<file path="src/rtl/cpuf_mem_if.sv">
// Single-port memory bus between cpuf_core (master) and a RAM (slave).
// A transfer completes on a rising clock edge where mem_req and mem_ack are both high.
interface cpuf_mem_if #(
  parameter int DW = 8,
  parameter int AW = 4
);
  logic          mem_req;
  logic          mem_we;
  logic [AW-1:0] mem_addr;
  logic [DW-1:0] mem_wdata;
  logic [DW-1:0] mem_rdata;
  logic          mem_ack;

  modport master (
    output mem_req,
    output mem_we,
    output mem_addr,
    output mem_wdata,
    input  mem_rdata,
    input  mem_ack
  );

  modport slave (
    input  mem_req,
    input  mem_we,
    input  mem_addr,
    input  mem_wdata,
    output mem_rdata,
    output mem_ack
  );
endinterface

</file>
<file path="src/rtl/cpuf_core.sv">
// Multicycle accumulator CPU core (FETCH/EXEC/HALT) on one shared req/ack memory port.
// Optional feature macro: CPUF_MUL_EN turns opcode 1100 into MUL ({B,A} <= A*M).
module cpuf_core #(
  parameter int            DW       = 8,
  parameter int            AW       = 4,
  parameter logic [AW-1:0] RESET_PC = {AW{1'b0}}
) (
  input  logic          clk,
  input  logic          reset,
  cpuf_mem_if.master    mem,
  output logic          halted,
  output logic [AW-1:0] pc_out,
  output logic [DW-1:0] acc_out,
  output logic          flag_z,
  output logic          flag_c
);

  generate
    if (DW < AW + 4) begin : g_bad_width
      $error("cpuf_core: DW must be >= AW+4");
    end
  endgenerate

  localparam logic [1:0] ST_FETCH = 2'b00;
  localparam logic [1:0] ST_EXEC  = 2'b01;
  localparam logic [1:0] ST_HALT  = 2'b10;

  localparam logic [3:0] OP_LDA = 4'b1000;
  localparam logic [3:0] OP_LDB = 4'b0100;
  localparam logic [3:0] OP_ADD = 4'b0010;
  localparam logic [3:0] OP_SUB = 4'b0001;
  localparam logic [3:0] OP_STA = 4'b0011;
  localparam logic [3:0] OP_XAB = 4'b0101;
  localparam logic [3:0] OP_JMP = 4'b1001;
  localparam logic [3:0] OP_JZ  = 4'b1011;
  localparam logic [3:0] OP_MUL = 4'b1100;
  localparam logic [3:0] OP_HLT = 4'b1111;

  localparam logic [AW-1:0] PC_ONE  = {{(AW-1){1'b0}}, 1'b1};
  localparam logic [DW-1:0] DW_ZERO = {DW{1'b0}};

  logic [1:0]    state_r, state_nxt;
  logic [AW-1:0] pc_r, pc_nxt;
  logic [DW-1:0] a_r, a_nxt;
  logic [DW-1:0] b_r, b_nxt;
  logic [DW-1:0] ir_r, ir_nxt;
  logic          z_r, z_nxt;
  logic          c_r, c_nxt;

  logic [3:0]    opcode_s;
  logic [AW-1:0] operand_s;
  logic          is_mem_s;
  logic          req_s;
  logic [DW:0]   add_s;
  logic [DW:0]   sub_s;
  logic          unused_ir_s;

  assign opcode_s    = ir_r[DW-1:DW-4];
  assign operand_s   = ir_r[AW-1:0];
  assign unused_ir_s = ^ir_r;

  assign add_s = {1'b0, a_r} + {1'b0, mem.mem_rdata};
  // The extra top bit of the widened difference is the unsigned borrow (A < M).
  assign sub_s = {1'b0, a_r} - {1'b0, mem.mem_rdata};

`ifdef CPUF_MUL_EN
  logic [2*DW-1:0] prod_s;
  assign prod_s = {DW_ZERO, a_r} * {DW_ZERO, mem.mem_rdata};
`endif

  // Classify the latched instruction as memory-accessing or single-cycle.
  always_comb begin
    is_mem_s = 1'b0;
    case (opcode_s)
      OP_LDA, OP_LDB, OP_ADD, OP_SUB, OP_STA: is_mem_s = 1'b1;
`ifdef CPUF_MUL_EN
      OP_MUL:                                 is_mem_s = 1'b1;
`endif
      default:                                is_mem_s = 1'b0;
    endcase
  end

  // Bus request; reset drops it immediately, abandoning any in-flight transfer.
  always_comb begin
    req_s = 1'b0;
    if (reset) begin
      req_s = 1'b0;
    end else begin
      case (state_r)
        ST_FETCH: req_s = 1'b1;
        ST_EXEC:  req_s = is_mem_s;
        default:  req_s = 1'b0;
      endcase
    end
  end

  assign mem.mem_req   = req_s;
  assign mem.mem_we    = (state_r == ST_EXEC) && (opcode_s == OP_STA);
  assign mem.mem_addr  = (state_r == ST_FETCH) ? pc_r : operand_s;
  assign mem.mem_wdata = a_r;

  // Next-state and datapath update; every register holds unless its op fires.
  always_comb begin
    state_nxt = state_r;
    pc_nxt    = pc_r;
    a_nxt     = a_r;
    b_nxt     = b_r;
    ir_nxt    = ir_r;
    z_nxt     = z_r;
    c_nxt     = c_r;
    case (state_r)
      ST_FETCH: begin
        if (mem.mem_ack) begin
          ir_nxt    = mem.mem_rdata;
          pc_nxt    = pc_r + PC_ONE;
          state_nxt = ST_EXEC;
        end else begin
          state_nxt = ST_FETCH;
        end
      end
      ST_EXEC: begin
        if (is_mem_s) begin
          if (mem.mem_ack) begin
            state_nxt = ST_FETCH;
            case (opcode_s)
              OP_LDA: begin
                a_nxt = mem.mem_rdata;
                z_nxt = (mem.mem_rdata == DW_ZERO);
              end
              OP_LDB: b_nxt = mem.mem_rdata;
              OP_ADD: begin
                a_nxt = add_s[DW-1:0];
                c_nxt = add_s[DW];
                z_nxt = (add_s[DW-1:0] == DW_ZERO);
              end
              OP_SUB: begin
                a_nxt = sub_s[DW-1:0];
                c_nxt = sub_s[DW];
                z_nxt = (sub_s[DW-1:0] == DW_ZERO);
              end
`ifdef CPUF_MUL_EN
              OP_MUL: begin
                a_nxt = prod_s[DW-1:0];
                b_nxt = prod_s[2*DW-1:DW];
                c_nxt = (prod_s[2*DW-1:DW] != DW_ZERO);
                z_nxt = (prod_s[DW-1:0] == DW_ZERO);
              end
`endif
              default: state_nxt = ST_FETCH;
            endcase
          end else begin
            state_nxt = ST_EXEC;
          end
        end else begin
          state_nxt = ST_FETCH;
          case (opcode_s)
            OP_XAB: begin
              a_nxt = b_r;
              b_nxt = a_r;
              z_nxt = (b_r == DW_ZERO);
            end
            OP_JMP: pc_nxt = operand_s;
            OP_JZ: begin
              if (z_r) begin
                pc_nxt = operand_s;
              end else begin
                pc_nxt = pc_r;
              end
            end
            OP_HLT:  state_nxt = ST_HALT;
            default: state_nxt = ST_FETCH;
          endcase
        end
      end
      ST_HALT: state_nxt = ST_HALT;
      default: state_nxt = ST_FETCH;
    endcase
  end

  // Architectural state registers with synchronous reset.
  always_ff @(posedge clk) begin
    if (reset) begin
      state_r <= ST_FETCH;
      pc_r    <= RESET_PC;
      a_r     <= DW_ZERO;
      b_r     <= DW_ZERO;
      ir_r    <= DW_ZERO;
      z_r     <= 1'b0;
      c_r     <= 1'b0;
    end else begin
      state_r <= state_nxt;
      pc_r    <= pc_nxt;
      a_r     <= a_nxt;
      b_r     <= b_nxt;
      ir_r    <= ir_nxt;
      z_r     <= z_nxt;
      c_r     <= c_nxt;
    end
  end

  assign halted  = (state_r == ST_HALT);
  assign pc_out  = pc_r;
  assign acc_out = a_r;
  assign flag_z  = z_r;
  assign flag_c  = c_r;

endmodule

</file>
<file path="src/flat_wrapper.sv">
// flat-port wrapper written by rule: the top's interface ports become plain ports
module cpuf_core_flat 
#(
  parameter int            DW       = 8,
  parameter int            AW       = 4,
  parameter logic [AW-1:0] RESET_PC = {AW{1'b0}}
)
  (clk, reset, halted, pc_out, acc_out, flag_z, flag_c, mem_mem_req, mem_mem_we, mem_mem_addr, mem_mem_wdata, mem_mem_rdata, mem_mem_ack);
  cpuf_mem_if #(.DW(DW), .AW(AW)) mem_i ();
  input  logic clk;
  input  logic reset;
  output logic halted;
  output logic [AW-1:0] pc_out;
  output logic [DW-1:0] acc_out;
  output logic flag_z;
  output logic flag_c;
  output wire logic [$bits(mem_i.mem_req)-1:0] mem_mem_req;
  output wire logic [$bits(mem_i.mem_we)-1:0] mem_mem_we;
  output wire logic [$bits(mem_i.mem_addr)-1:0] mem_mem_addr;
  output wire logic [$bits(mem_i.mem_wdata)-1:0] mem_mem_wdata;
  input wire logic [$bits(mem_i.mem_rdata)-1:0] mem_mem_rdata;
  input wire logic [$bits(mem_i.mem_ack)-1:0] mem_mem_ack;
  assign mem_mem_req = mem_i.mem_req;
  assign mem_mem_we = mem_i.mem_we;
  assign mem_mem_addr = mem_i.mem_addr;
  assign mem_mem_wdata = mem_i.mem_wdata;
  assign mem_i.mem_rdata = mem_mem_rdata;
  assign mem_i.mem_ack = mem_mem_ack;
  cpuf_core #(.DW(DW), .AW(AW), .RESET_PC(RESET_PC)) u_core (.clk(clk), .reset(reset), .mem(mem_i), .halted(halted), .pc_out(pc_out), .acc_out(acc_out), .flag_z(flag_z), .flag_c(flag_c));
endmodule
</file>
<file path="config.mk">
export PLATFORM = sky130hd
export DESIGN_NAME = cpuf_core_flat
export DESIGN_NICKNAME = d
export VERILOG_FILES = /design/src/rtl/cpuf_mem_if.sv /design/src/rtl/cpuf_core.sv /design/src/flat_wrapper.sv
export SDC_FILE = /design/constraint.sdc
export NUM_CORES = 1
export LEC_CHECK = 0
export BUFFER_PORTS_ARGS = -buffer_cell sky130_fd_sc_hd__buf_2
export CELL_PAD_IN_SITES_DETAIL_PLACEMENT = 1
export CELL_PAD_IN_SITES_GLOBAL_PLACEMENT = 2
export CORE_ASPECT_RATIO = 0.75
export CORE_MARGIN = 2
export CORE_UTILIZATION = 34
export CTS_CLUSTER_DIAMETER = 100
export DETAILED_ROUTE_END_ITERATION = 12
export MAX_ROUTING_LAYER = met4
export PLACE_DENSITY_LB_ADDON = 0.08
export SYNTH_ARGS = -nofsm -noshare
export SYNTH_HDL_FRONTEND = slang
export SYNTH_SLANG_ARGS = --single-unit
</file>
<file path="constraint.sdc">
create_clock -name clk -period 3.38 [get_ports clk]
set_clock_uncertainty 0.15 [all_clocks]
set_input_delay 0.338 -clock clk [delete_from_list [all_inputs] [get_ports clk]]
set_output_delay 0.338 -clock clk [all_outputs]
set_load 0.02 [all_outputs]
</file>
==> flow_summary.rst, run 1 <==
.. list-table::
   :header-rows: 1

   * - Metric
     - Value
   * - Biggest fanout along the worst timing path
     - 5
   * - Pre-Repair DR Iteration Count
     - 4
   * - Via count
     - 2,777
   * - Register-to-Register Setup Slack
     - 0.63 ns
   * - Post-detailed-routing wire length
     - 9.36 mm
   * - Antenna violations before repair
     - 0
   * - Final worst slack
     - 0.635 ns
   * - Routed wire per std cell
     - 18.8 um
   * - Power share of the sequential group
     - 38.5%
   * - Total routing usage reported by global routing
     - 22.0%
   * - Reg2Reg Depth
     - 10
   * - Die Width
     - 110 um
   * - Kind of path behind the tightest hold check
     - in -> reg
   * - Antenna cells
     - 0
   * - Post-synth EDFFs
     - 0
   * - Critical register-to-register path endpoint
     - u_core.acc_out[6]$_SDFFE_PP0P_
   * - Number of cells upsized or downsized after cts
     - 0
   * - DRC Markers
     - 0
   * - Int Pwr
     - 0.720 mW
   * - Highest-delay cell along the critical path
     - fa_1
   * - Final GP Congestion
     - 0.819
   * - Required time of the critical path
     - 3.46 ns
   * - Actual transition at the worst max-transition pin
     - 0.665 ns
   * - Setup slack at placement
     - 0.571 ns
   * - Setup repair bufs after CTS
     - 0
   * - Normalized max-slew margin
     - 55.0%
   * - Final critical delay including setup and external delays
     - 2.75 ns
   * - Netlist area before placement
     - 2860 um^2
   * - Synthesis Warnings
     - 0
   * - Vias in the first global route
     - 2,695
   * - HPWL reported at the end of detailed placement
     - 7.34 mm
   * - Final-report hold violation count
     - 0
   * - Worst path max stage delay
     - 0.44 ns
   * - Mean area per synthesized cell
     - 7.74 um^2
   * - Max-cap violation count
     - 0
   * - Clock network latency to the later pin of the worst-skew pair
     - 0.29 ns
   * - Result of the run
     - complete, no violations
   * - Capturing instance or port of the critical path
     - u_core.acc_out[6]$_SDFFE_PP0P_
   * - Number of nets in the synthesized netlist
     - 401
   * - Reg-to-reg startpoint
     - u_core.acc_out[0]$_SDFFE_PP0P_
   * - Cell leakage power
     - 1.30 nW
   * - Sink Count
     - 32
   * - Count of unique library cells instantiated by Yosys
     - 65
   * - Critical path data arrival time
     - 2.82 ns
   * - Initial cell density of the core
     - 35.7%
   * - Critical Path End Type
     - flip-flop
   * - GR Overflow Total
     - 0
   * - Share of total power in the clock network
     - 34.7%
   * - Syn-to-layout area delta
     - 10.8%
   * - Layout cells sized above 1
     - 17.0%
   * - Synthesized instance count
     - 370
   * - Ports placed on the boundary
     - 40
   * - Die height
     - 83.5 um
   * - Most common cell after layout, fill and taps aside
     - nor2_1
   * - First-pass GRT wire length
     - 15.3 mm
   * - Num CTS Buffers
     - 5
   * - Combinational fraction of design power
     - 26.9%
   * - Summed negative setup slack over all endpoints
     - 0 ns
   * - Critical path startpoint
     - u_core.acc_out[0]$_SDFFE_PP0P_
   * - Commonest register cell after synthesis
     - dfxtp_1
   * - Maximum root-to-sink buffer count
     - 2
   * - Clock root buffer master
     - clkbuf_8
   * - Hold buffers post-CTS
     - 0
   * - CTS tree
     - done
   * - Pin count of the biggest net entering global routing
     - 36
   * - Layout Nets
     - 423
   * - Total setup violations reported at the end of the flow
     - 0
   * - Unrepaired setup endpoints after global routing
     - no
   * - Detail Route Antenna Nets
     - 0
   * - Register area share after synthesis
     - 22.4%
   * - Switching Share
     - 33.3%
   * - Critical path launch point type
     - flip-flop
   * - DIE AREA
     - 9180 um^2
   * - Switching power of the nets
     - 0.360 mW
   * - Site Rows
     - 28
   * - Post-CTS clock slew at the launch and capture registers of the worst setup and hold paths
     - 0.07 ns
   * - #FFs+latches synth
     - 32
   * - Via count normalized by instance count
     - 5.58
   * - Core footprint
     - 8020 um^2
   * - Cell-by-cell trace of the critical path
     - inv_1 > ha_1 > inv_1 > fa_1 > a211oi_1 > o21ai_0 > a211oi_1 > a221oi_1 > o31a_1 > nor2_1
   * - Initial drt markers
     - 104
   * - Worst Setup Path Type
     - reg -> reg
   * - Achievable Freq
     - 0.364 GHz
   * - Largest vdd supply drop
     - 0.161 mV
   * - Count of input and output buffers
     - 39
   * - Fin crit share
     - 81.2%
   * - Proportion of synthesized flip-flops having asynchronous set or reset
     - 0%
   * - Cell Pwr Density
     - 340 nW/um^2
   * - CTS H-Tree Depth
     - 2
   * - Leading cell types in the layout, fill and taps excluded
     - nor2_1 (48), buf_2 (39), nand2_1 (32), dfxtp_1 (32), a21oi_1 (28)
   * - Total count of max-transition violations in the final report
     - 0
## worst max-delay path: cells and delay by family (launching register included)
kind            cells  cell delay [ns]
flops               1             0.35
fa+ha+maj           2             0.58
buf+inv             2             0.16
simple gates        1             0.08
compound gates      5             1.36
## synth_stat cells, drive strengths merged (3+ instances only)
cell	instances	area share (%)
nor2	48	6.3
dfxtp	32	22
nand2	32	4.2
a21oi	28	4.9
buf	19	4.5
inv	19	2.5
ha	18	7.9
o21ai	17	3.0
a211oi	14	4.0
mux2i	13	4.5
clkbuf	11	1.4
nand2b	8	1.7
nor3	8	1.4
nor2b	7	1.5
nand3	5	0.87
nor4b	5	2.7
or3	5	1.1
a2111oi	4	1.2
a221o	4	1.4
a22oi	4	1.0
mux2	4	1.6
o221ai	4	1.2
or4	4	1.0
a211o	3	0.92
nor3b	3	0.79
o21a	3	0.79
or2	3	0.66
or4b	3	1.2
xnor2	3	0.92
## power by group through the flow
stage | combinational (mW) | clock (mW) | sequential [mW]
global route | 0.321 | 0.404 | 0.419
global placement | 0.290 | 0 | 0.423
detailed placement | 0.290 | 0 | 0.424
CTS | 0.291 | 0.385 | 0.415
finish | 0.290 | 0.374 | 0.415
floorplan | 0.212 | 0 | 0.418
## layer usage
layer  part of all wire (%)  track usage [%]
met1                     55             35.1
met2                     40             29.4
met3                    4.1             3.59
met4                   0.45             2.42
met5                      0                -
## logic make-up after synthesis
family                     count (synthesis)  share of synthesized area [%]
xor gates and xnor gates                   5                           1.53
buffers and inverters                     49                           8.43
adders and majority gates                 21                           9.62
AOI/OAI and AO/OA                        103                           25.1
DFF                                       32                           22.4
muxes                                     17                           6.12
and+or+nand+nor                          143                           26.8
## how the worst min path moves through the flow
stage / from / endpoint / slack, ns / cells after the start
floorplan: u_core.ir_r[0]$_SDFFE_PP0P_ / u_core.ir_r[0]$_SDFFE_PP0P_ / 0.29 / 2
global placement: u_core.flag_c$_SDFFE_PP0P_ / u_core.flag_c$_SDFFE_PP0P_ / 0.31 / 2
detailed placement: u_core.flag_c$_SDFFE_PP0P_ / u_core.flag_c$_SDFFE_PP0P_ / 0.31 / 2
CTS: mem_mem_rdata[5] / u_core.ir_r[5]$_SDFFE_PP0P_ / 0.19 / 3
global route: mem_mem_rdata[5] / u_core.ir_r[5]$_SDFFE_PP0P_ / 0.18 / 3
finish: mem_mem_rdata[5] / u_core.ir_r[5]$_SDFFE_PP0P_ / 0.19 / 3
## flip-flops by register name, indices dropped and copies added, names as in the netlist
signal and count:
u_core.acc_out 8, u_core.b_r 8, u_core.state_r 2, u_core.flag_z 1, u_core.ir_r 8, u_core.flag_c 1, u_core.pc_out 4
## stage by stage
step | instances | hold WS (ns) | util, % | cell area (um^2) | power, mW
3_3_place_gp | 490 | 0.307 | 38.2 | 3060 | 0.713
5_1_grt | 498 | 0.184 | 39.5 | 3170 | 1.14
6_report | 498 | 0.193 | 39.5 | 3170 | 1.08
4_1_cts | 498 | 0.186 | 39.5 | 3170 | 1.09
2_1_floorplan | 370 | 0.293 | - | 2860 | 0.630
3_5_place_dp | 490 | 0.313 | 38.2 | 3060 | 0.714
## cell type report
type | count | area (um^2)
clock inverters | 2 | 35.0
repair buffers | 45 | 240
inverters | 19 | 71.3
well taps | 105 | 131
clock buffers | 6 | 72.6
fillers | 1018 | 4850
flip-flops and latches | 32 | 641
multi-input cells | 289 | 1980
(Power assumes the default switching activity.)
==> inputs of run 2 (changes only) <==
clock period = 2.7 ns   (was 3.38 ns; I/O delays follow)
==> flow_summary.rst, run 2 (synthesis results as in run 1) <==
.. list-table::
   :header-rows: 1

   * - Metric
     - Value
   * - Result of the run
     - complete, no violations
   * - Vias in the first global route
     - 2,980 (+11%)
   * - Site Rows
     - 28 (unchanged)
   * - Maximum root-to-sink buffer count
     - 2 (unchanged)
   * - Share of total power in the clock network
     - 30.4% (-4.3 points)
   * - Critical path startpoint
     - u_core.acc_out[0]$_SDFFE_PP0P_
   * - Biggest fanout along the worst timing path
     - 3 (-2)
   * - Total count of max-transition violations in the final report
     - 0 (unchanged)
   * - Setup repair bufs after CTS
     - 0 (unchanged)
   * - Num CTS Buffers
     - 5 (unchanged)
   * - Clock root buffer master
     - clkbuf_8
   * - Leading cell types in the layout, fill and taps excluded
     - nor2_1 (48), buf_2 (39), nand2_1 (32)
   * - Post-detailed-routing wire length
     - 10.1 mm (+8.2%)
   * - First-pass GRT wire length
     - 16.3 mm (+6.7%)
   * - Int Pwr
     - 0.863 mW (+20%)
   * - Routed wire per std cell
     - 19.4 um (+3.2%)
   * - Cell Pwr Density
     - 395 nW/um^2 (+16%)
   * - Required time of the critical path
     - 2.77 ns (-0.69 ns)
   * - Initial drt markers
     - 127 (+22%)
   * - Fin crit share
     - 92.2% (+11 points)
   * - Cell Count, Final, Fillers Out
     - 522 (+4.8%)
   * - Clock network latency to the later pin of the worst-skew pair
     - 0.29 ns (about the same)
   * - CTS tree
     - done
   * - Number of fillers in the final layout
     - 1,038 (+2.0%)
   * - Unrepaired setup endpoints after global routing
     - no
   * - Most common cell after layout, fill and taps aside
     - nor2_1
   * - Critical register-to-register path endpoint
     - u_core.acc_out[6]$_SDFFE_PP0P_
   * - Via count normalized by instance count
     - 5.60 (+0.35%)
   * - Layout Nets
     - 447 (+5.7%)
   * - Cell area after layout
     - 3350 um^2 (+5.8%)
   * - Critical path data arrival time
     - 2.56 ns (-0.26 ns)
   * - Final GP Congestion
     - 0.811 (-0.94%)
   * - Pin count of the biggest net entering global routing
     - 36 (unchanged)
   * - Post-CTS clock slew at the launch and capture registers of the worst setup and hold paths
     - 0.07 ns (about the same)
   * - Actual transition at the worst max-transition pin
     - 0.699 ns (+0.0343 ns)
   * - Via count
     - 2,921 (+5.2%)
   * - Kind of path behind the tightest hold check
     - in -> reg
   * - DIE AREA
     - 9180 um^2 (unchanged)
   * - Normalized max-slew margin
     - 53.4% (-1.7 points)
   * - Switching power of the nets
     - 0.463 mW (+29%)
   * - Reg2Reg Depth
     - 10 (unchanged)
   * - Pre-Repair DR Iteration Count
     - 4 (unchanged)
   * - Combinational fraction of design power
     - 30.8% (+3.9 points)
   * - Reg-to-reg startpoint
     - u_core.acc_out[0]$_SDFFE_PP0P_
   * - Die height
     - 83.5 um (unchanged)
   * - Sink Count
     - 32 (unchanged)
   * - Total routing usage reported by global routing
     - 23.5% (+1.5 points)
   * - Core footprint
     - 8020 um^2 (unchanged)
   * - Hold buffers post-CTS
     - 0 (unchanged)
   * - Area after detailed placement
     - 3240 um^2 (+5.9%)
   * - Power share of the sequential group
     - 38.9% (+0.4 points)
   * - HPWL reported at the end of detailed placement
     - 7.93 mm (+8.1%)
   * - Die Width
     - 110 um (unchanged)
   * - Final critical delay including setup and external delays
     - 2.49 ns (-0.256 ns)
   * - Initial cell density of the core
     - 35.7% (unchanged)
   * - Total setup violations reported at the end of the flow
     - 0 (unchanged)
   * - Setup slack at placement
     - -0.0579 ns (-0.629 ns)
   * - Register-to-Register Setup Slack
     - 0.21 ns (-0.42 ns)
   * - Cell leakage power
     - 1.42 nW (+9.0%)
   * - Ports placed on the boundary
     - 40 (unchanged)
   * - Number of placed instances, taps included
     - 514 (+4.9%)
   * - Critical path launch point type
     - flip-flop
   * - Achievable Freq
     - 0.402 GHz (+10%)
   * - Detail Route Antenna Nets
     - 0 (unchanged)
   * - Critical Path End Type
     - flip-flop
   * - Final worst slack
     - 0.210 ns (-0.424 ns)
   * - CTS H-Tree Depth
     - 2 (unchanged)
   * - Largest vdd supply drop
     - 0.183 mV (+14%)
   * - Capturing instance or port of the critical path
     - u_core.acc_out[6]$_SDFFE_PP0P_
   * - Final-report hold violation count
     - 0 (unchanged)
   * - DRC Markers
     - 0 (unchanged)
   * - Antenna cells
     - 0 (unchanged)
   * - Syn-to-layout area delta
     - 17.2%
   * - Switching Share
     - 34.9% (+1.6 points)
   * - GR Overflow Total
     - 0 (unchanged)
   * - Worst Setup Path Type
     - reg -> reg
   * - Antenna violations before repair
     - 0 (unchanged)
   * - Layout cells sized above 1
     - 22.3% (+5.3 points)
   * - Max-cap violation count
     - 0 (unchanged)
   * - Count of input and output buffers
     - 39 (unchanged)
==> run 2: worst min-delay path by stage <==
stage                                              to  cells after the start  slack, ns                   startpoint
final                     u_core.ir_r[6]$_SDFFE_PP0P_                      3       0.12             mem_mem_rdata[6]
after global routing      u_core.ir_r[6]$_SDFFE_PP0P_                      3       0.13             mem_mem_rdata[6]
after global placement     u_core.flag_c$_SDFFE_PP0P_                      2       0.30   u_core.flag_c$_SDFFE_PP0P_
after detailed placement  u_core.ir_r[0]$_SDFFE_PP0P_                      2       0.31  u_core.ir_r[0]$_SDFFE_PP0P_
after floorplan           u_core.ir_r[0]$_SDFFE_PP0P_                      2       0.26             mem_mem_rdata[0]
after CTS                 u_core.ir_r[6]$_SDFFE_PP0P_                      3       0.12             mem_mem_rdata[6]
==> run 2: per-stage QoR <==
| stage | utilization (%) | TNS, ns | hold slack, ns | power, mW |
|---|---|---|---|---|
| floorplan | - | 0 | 0.256 | 0.789 |
| global placement | 40.4 | 0 | 0.303 | 0.923 |
| detailed placement | 40.4 | -0.0875 | 0.314 | 0.930 |
| CTS | 41.6 | 0 | 0.116 | 1.33 |
| global route | 41.8 | 0 | 0.131 | 1.41 |
| finish | 41.8 | 0 | 0.124 | 1.33 |
==> run 2: cell type report <==
| type | count | area (um^2) | share of cell area [%] |
|---|---|---|---|
| multi-input cells | 289 | 2000 | 59.6 |
| flip-flops and latches | 32 | 642 | 19.1 |
| well taps | 105 | 131 | 3.92 |
| inverters | 19 | 71.3 | 2.13 |
| clock buffers | 8 | 90.1 | 2.69 |
| repair buffers | 69 | 420 | 12.5 |
==> run 2: metal layers <==
layer | part of all wire (%) | track usage (%) | vias up | wire [um]
met5 | 0 | - | - | 0
met1 | 51 | 35.5 | 1435 | 5200
met2 | 44 | 33.9 | 54 | 4410
met4 | 0.45 | 3.68 | 0 | 46
li1 | - | - | 1427 | -
met3 | 4.6 | 2.81 | 5 | 468
==> run 2: what timing repair did <==
action / in CTS / in global routing
endpoints found under the setup margin: 2 / 2
pin swaps: 0 / 0
endpoints found under the hold margin: 0 / 0
gates cloned: 0 / 0
gates resized for setup: 1 / 4
==> run 2: critical path, cell delays in order, from the launching register on <==
cell and delay, ns:
dfxtp_1 0.32, inv_1 0.10, ha_1 0.16, inv_1 0.05, fa_1 0.43, a211oi_4 0.28, o21ai_0 0.20, a211oi_2 0.27
a221oi_1 0.11, o31a_1 0.28, nor2_1 0.07
==> run 2: power groups by stage <==
stage	registers (mW)	clock network, mW	logic [mW]
CTS	0.515	0.410	0.406
floorplan	0.523	0	0.266
global route	0.520	0.438	0.449
detailed placement	0.527	0	0.404
global placement	0.525	0	0.398
finish	0.516	0.403	0.408
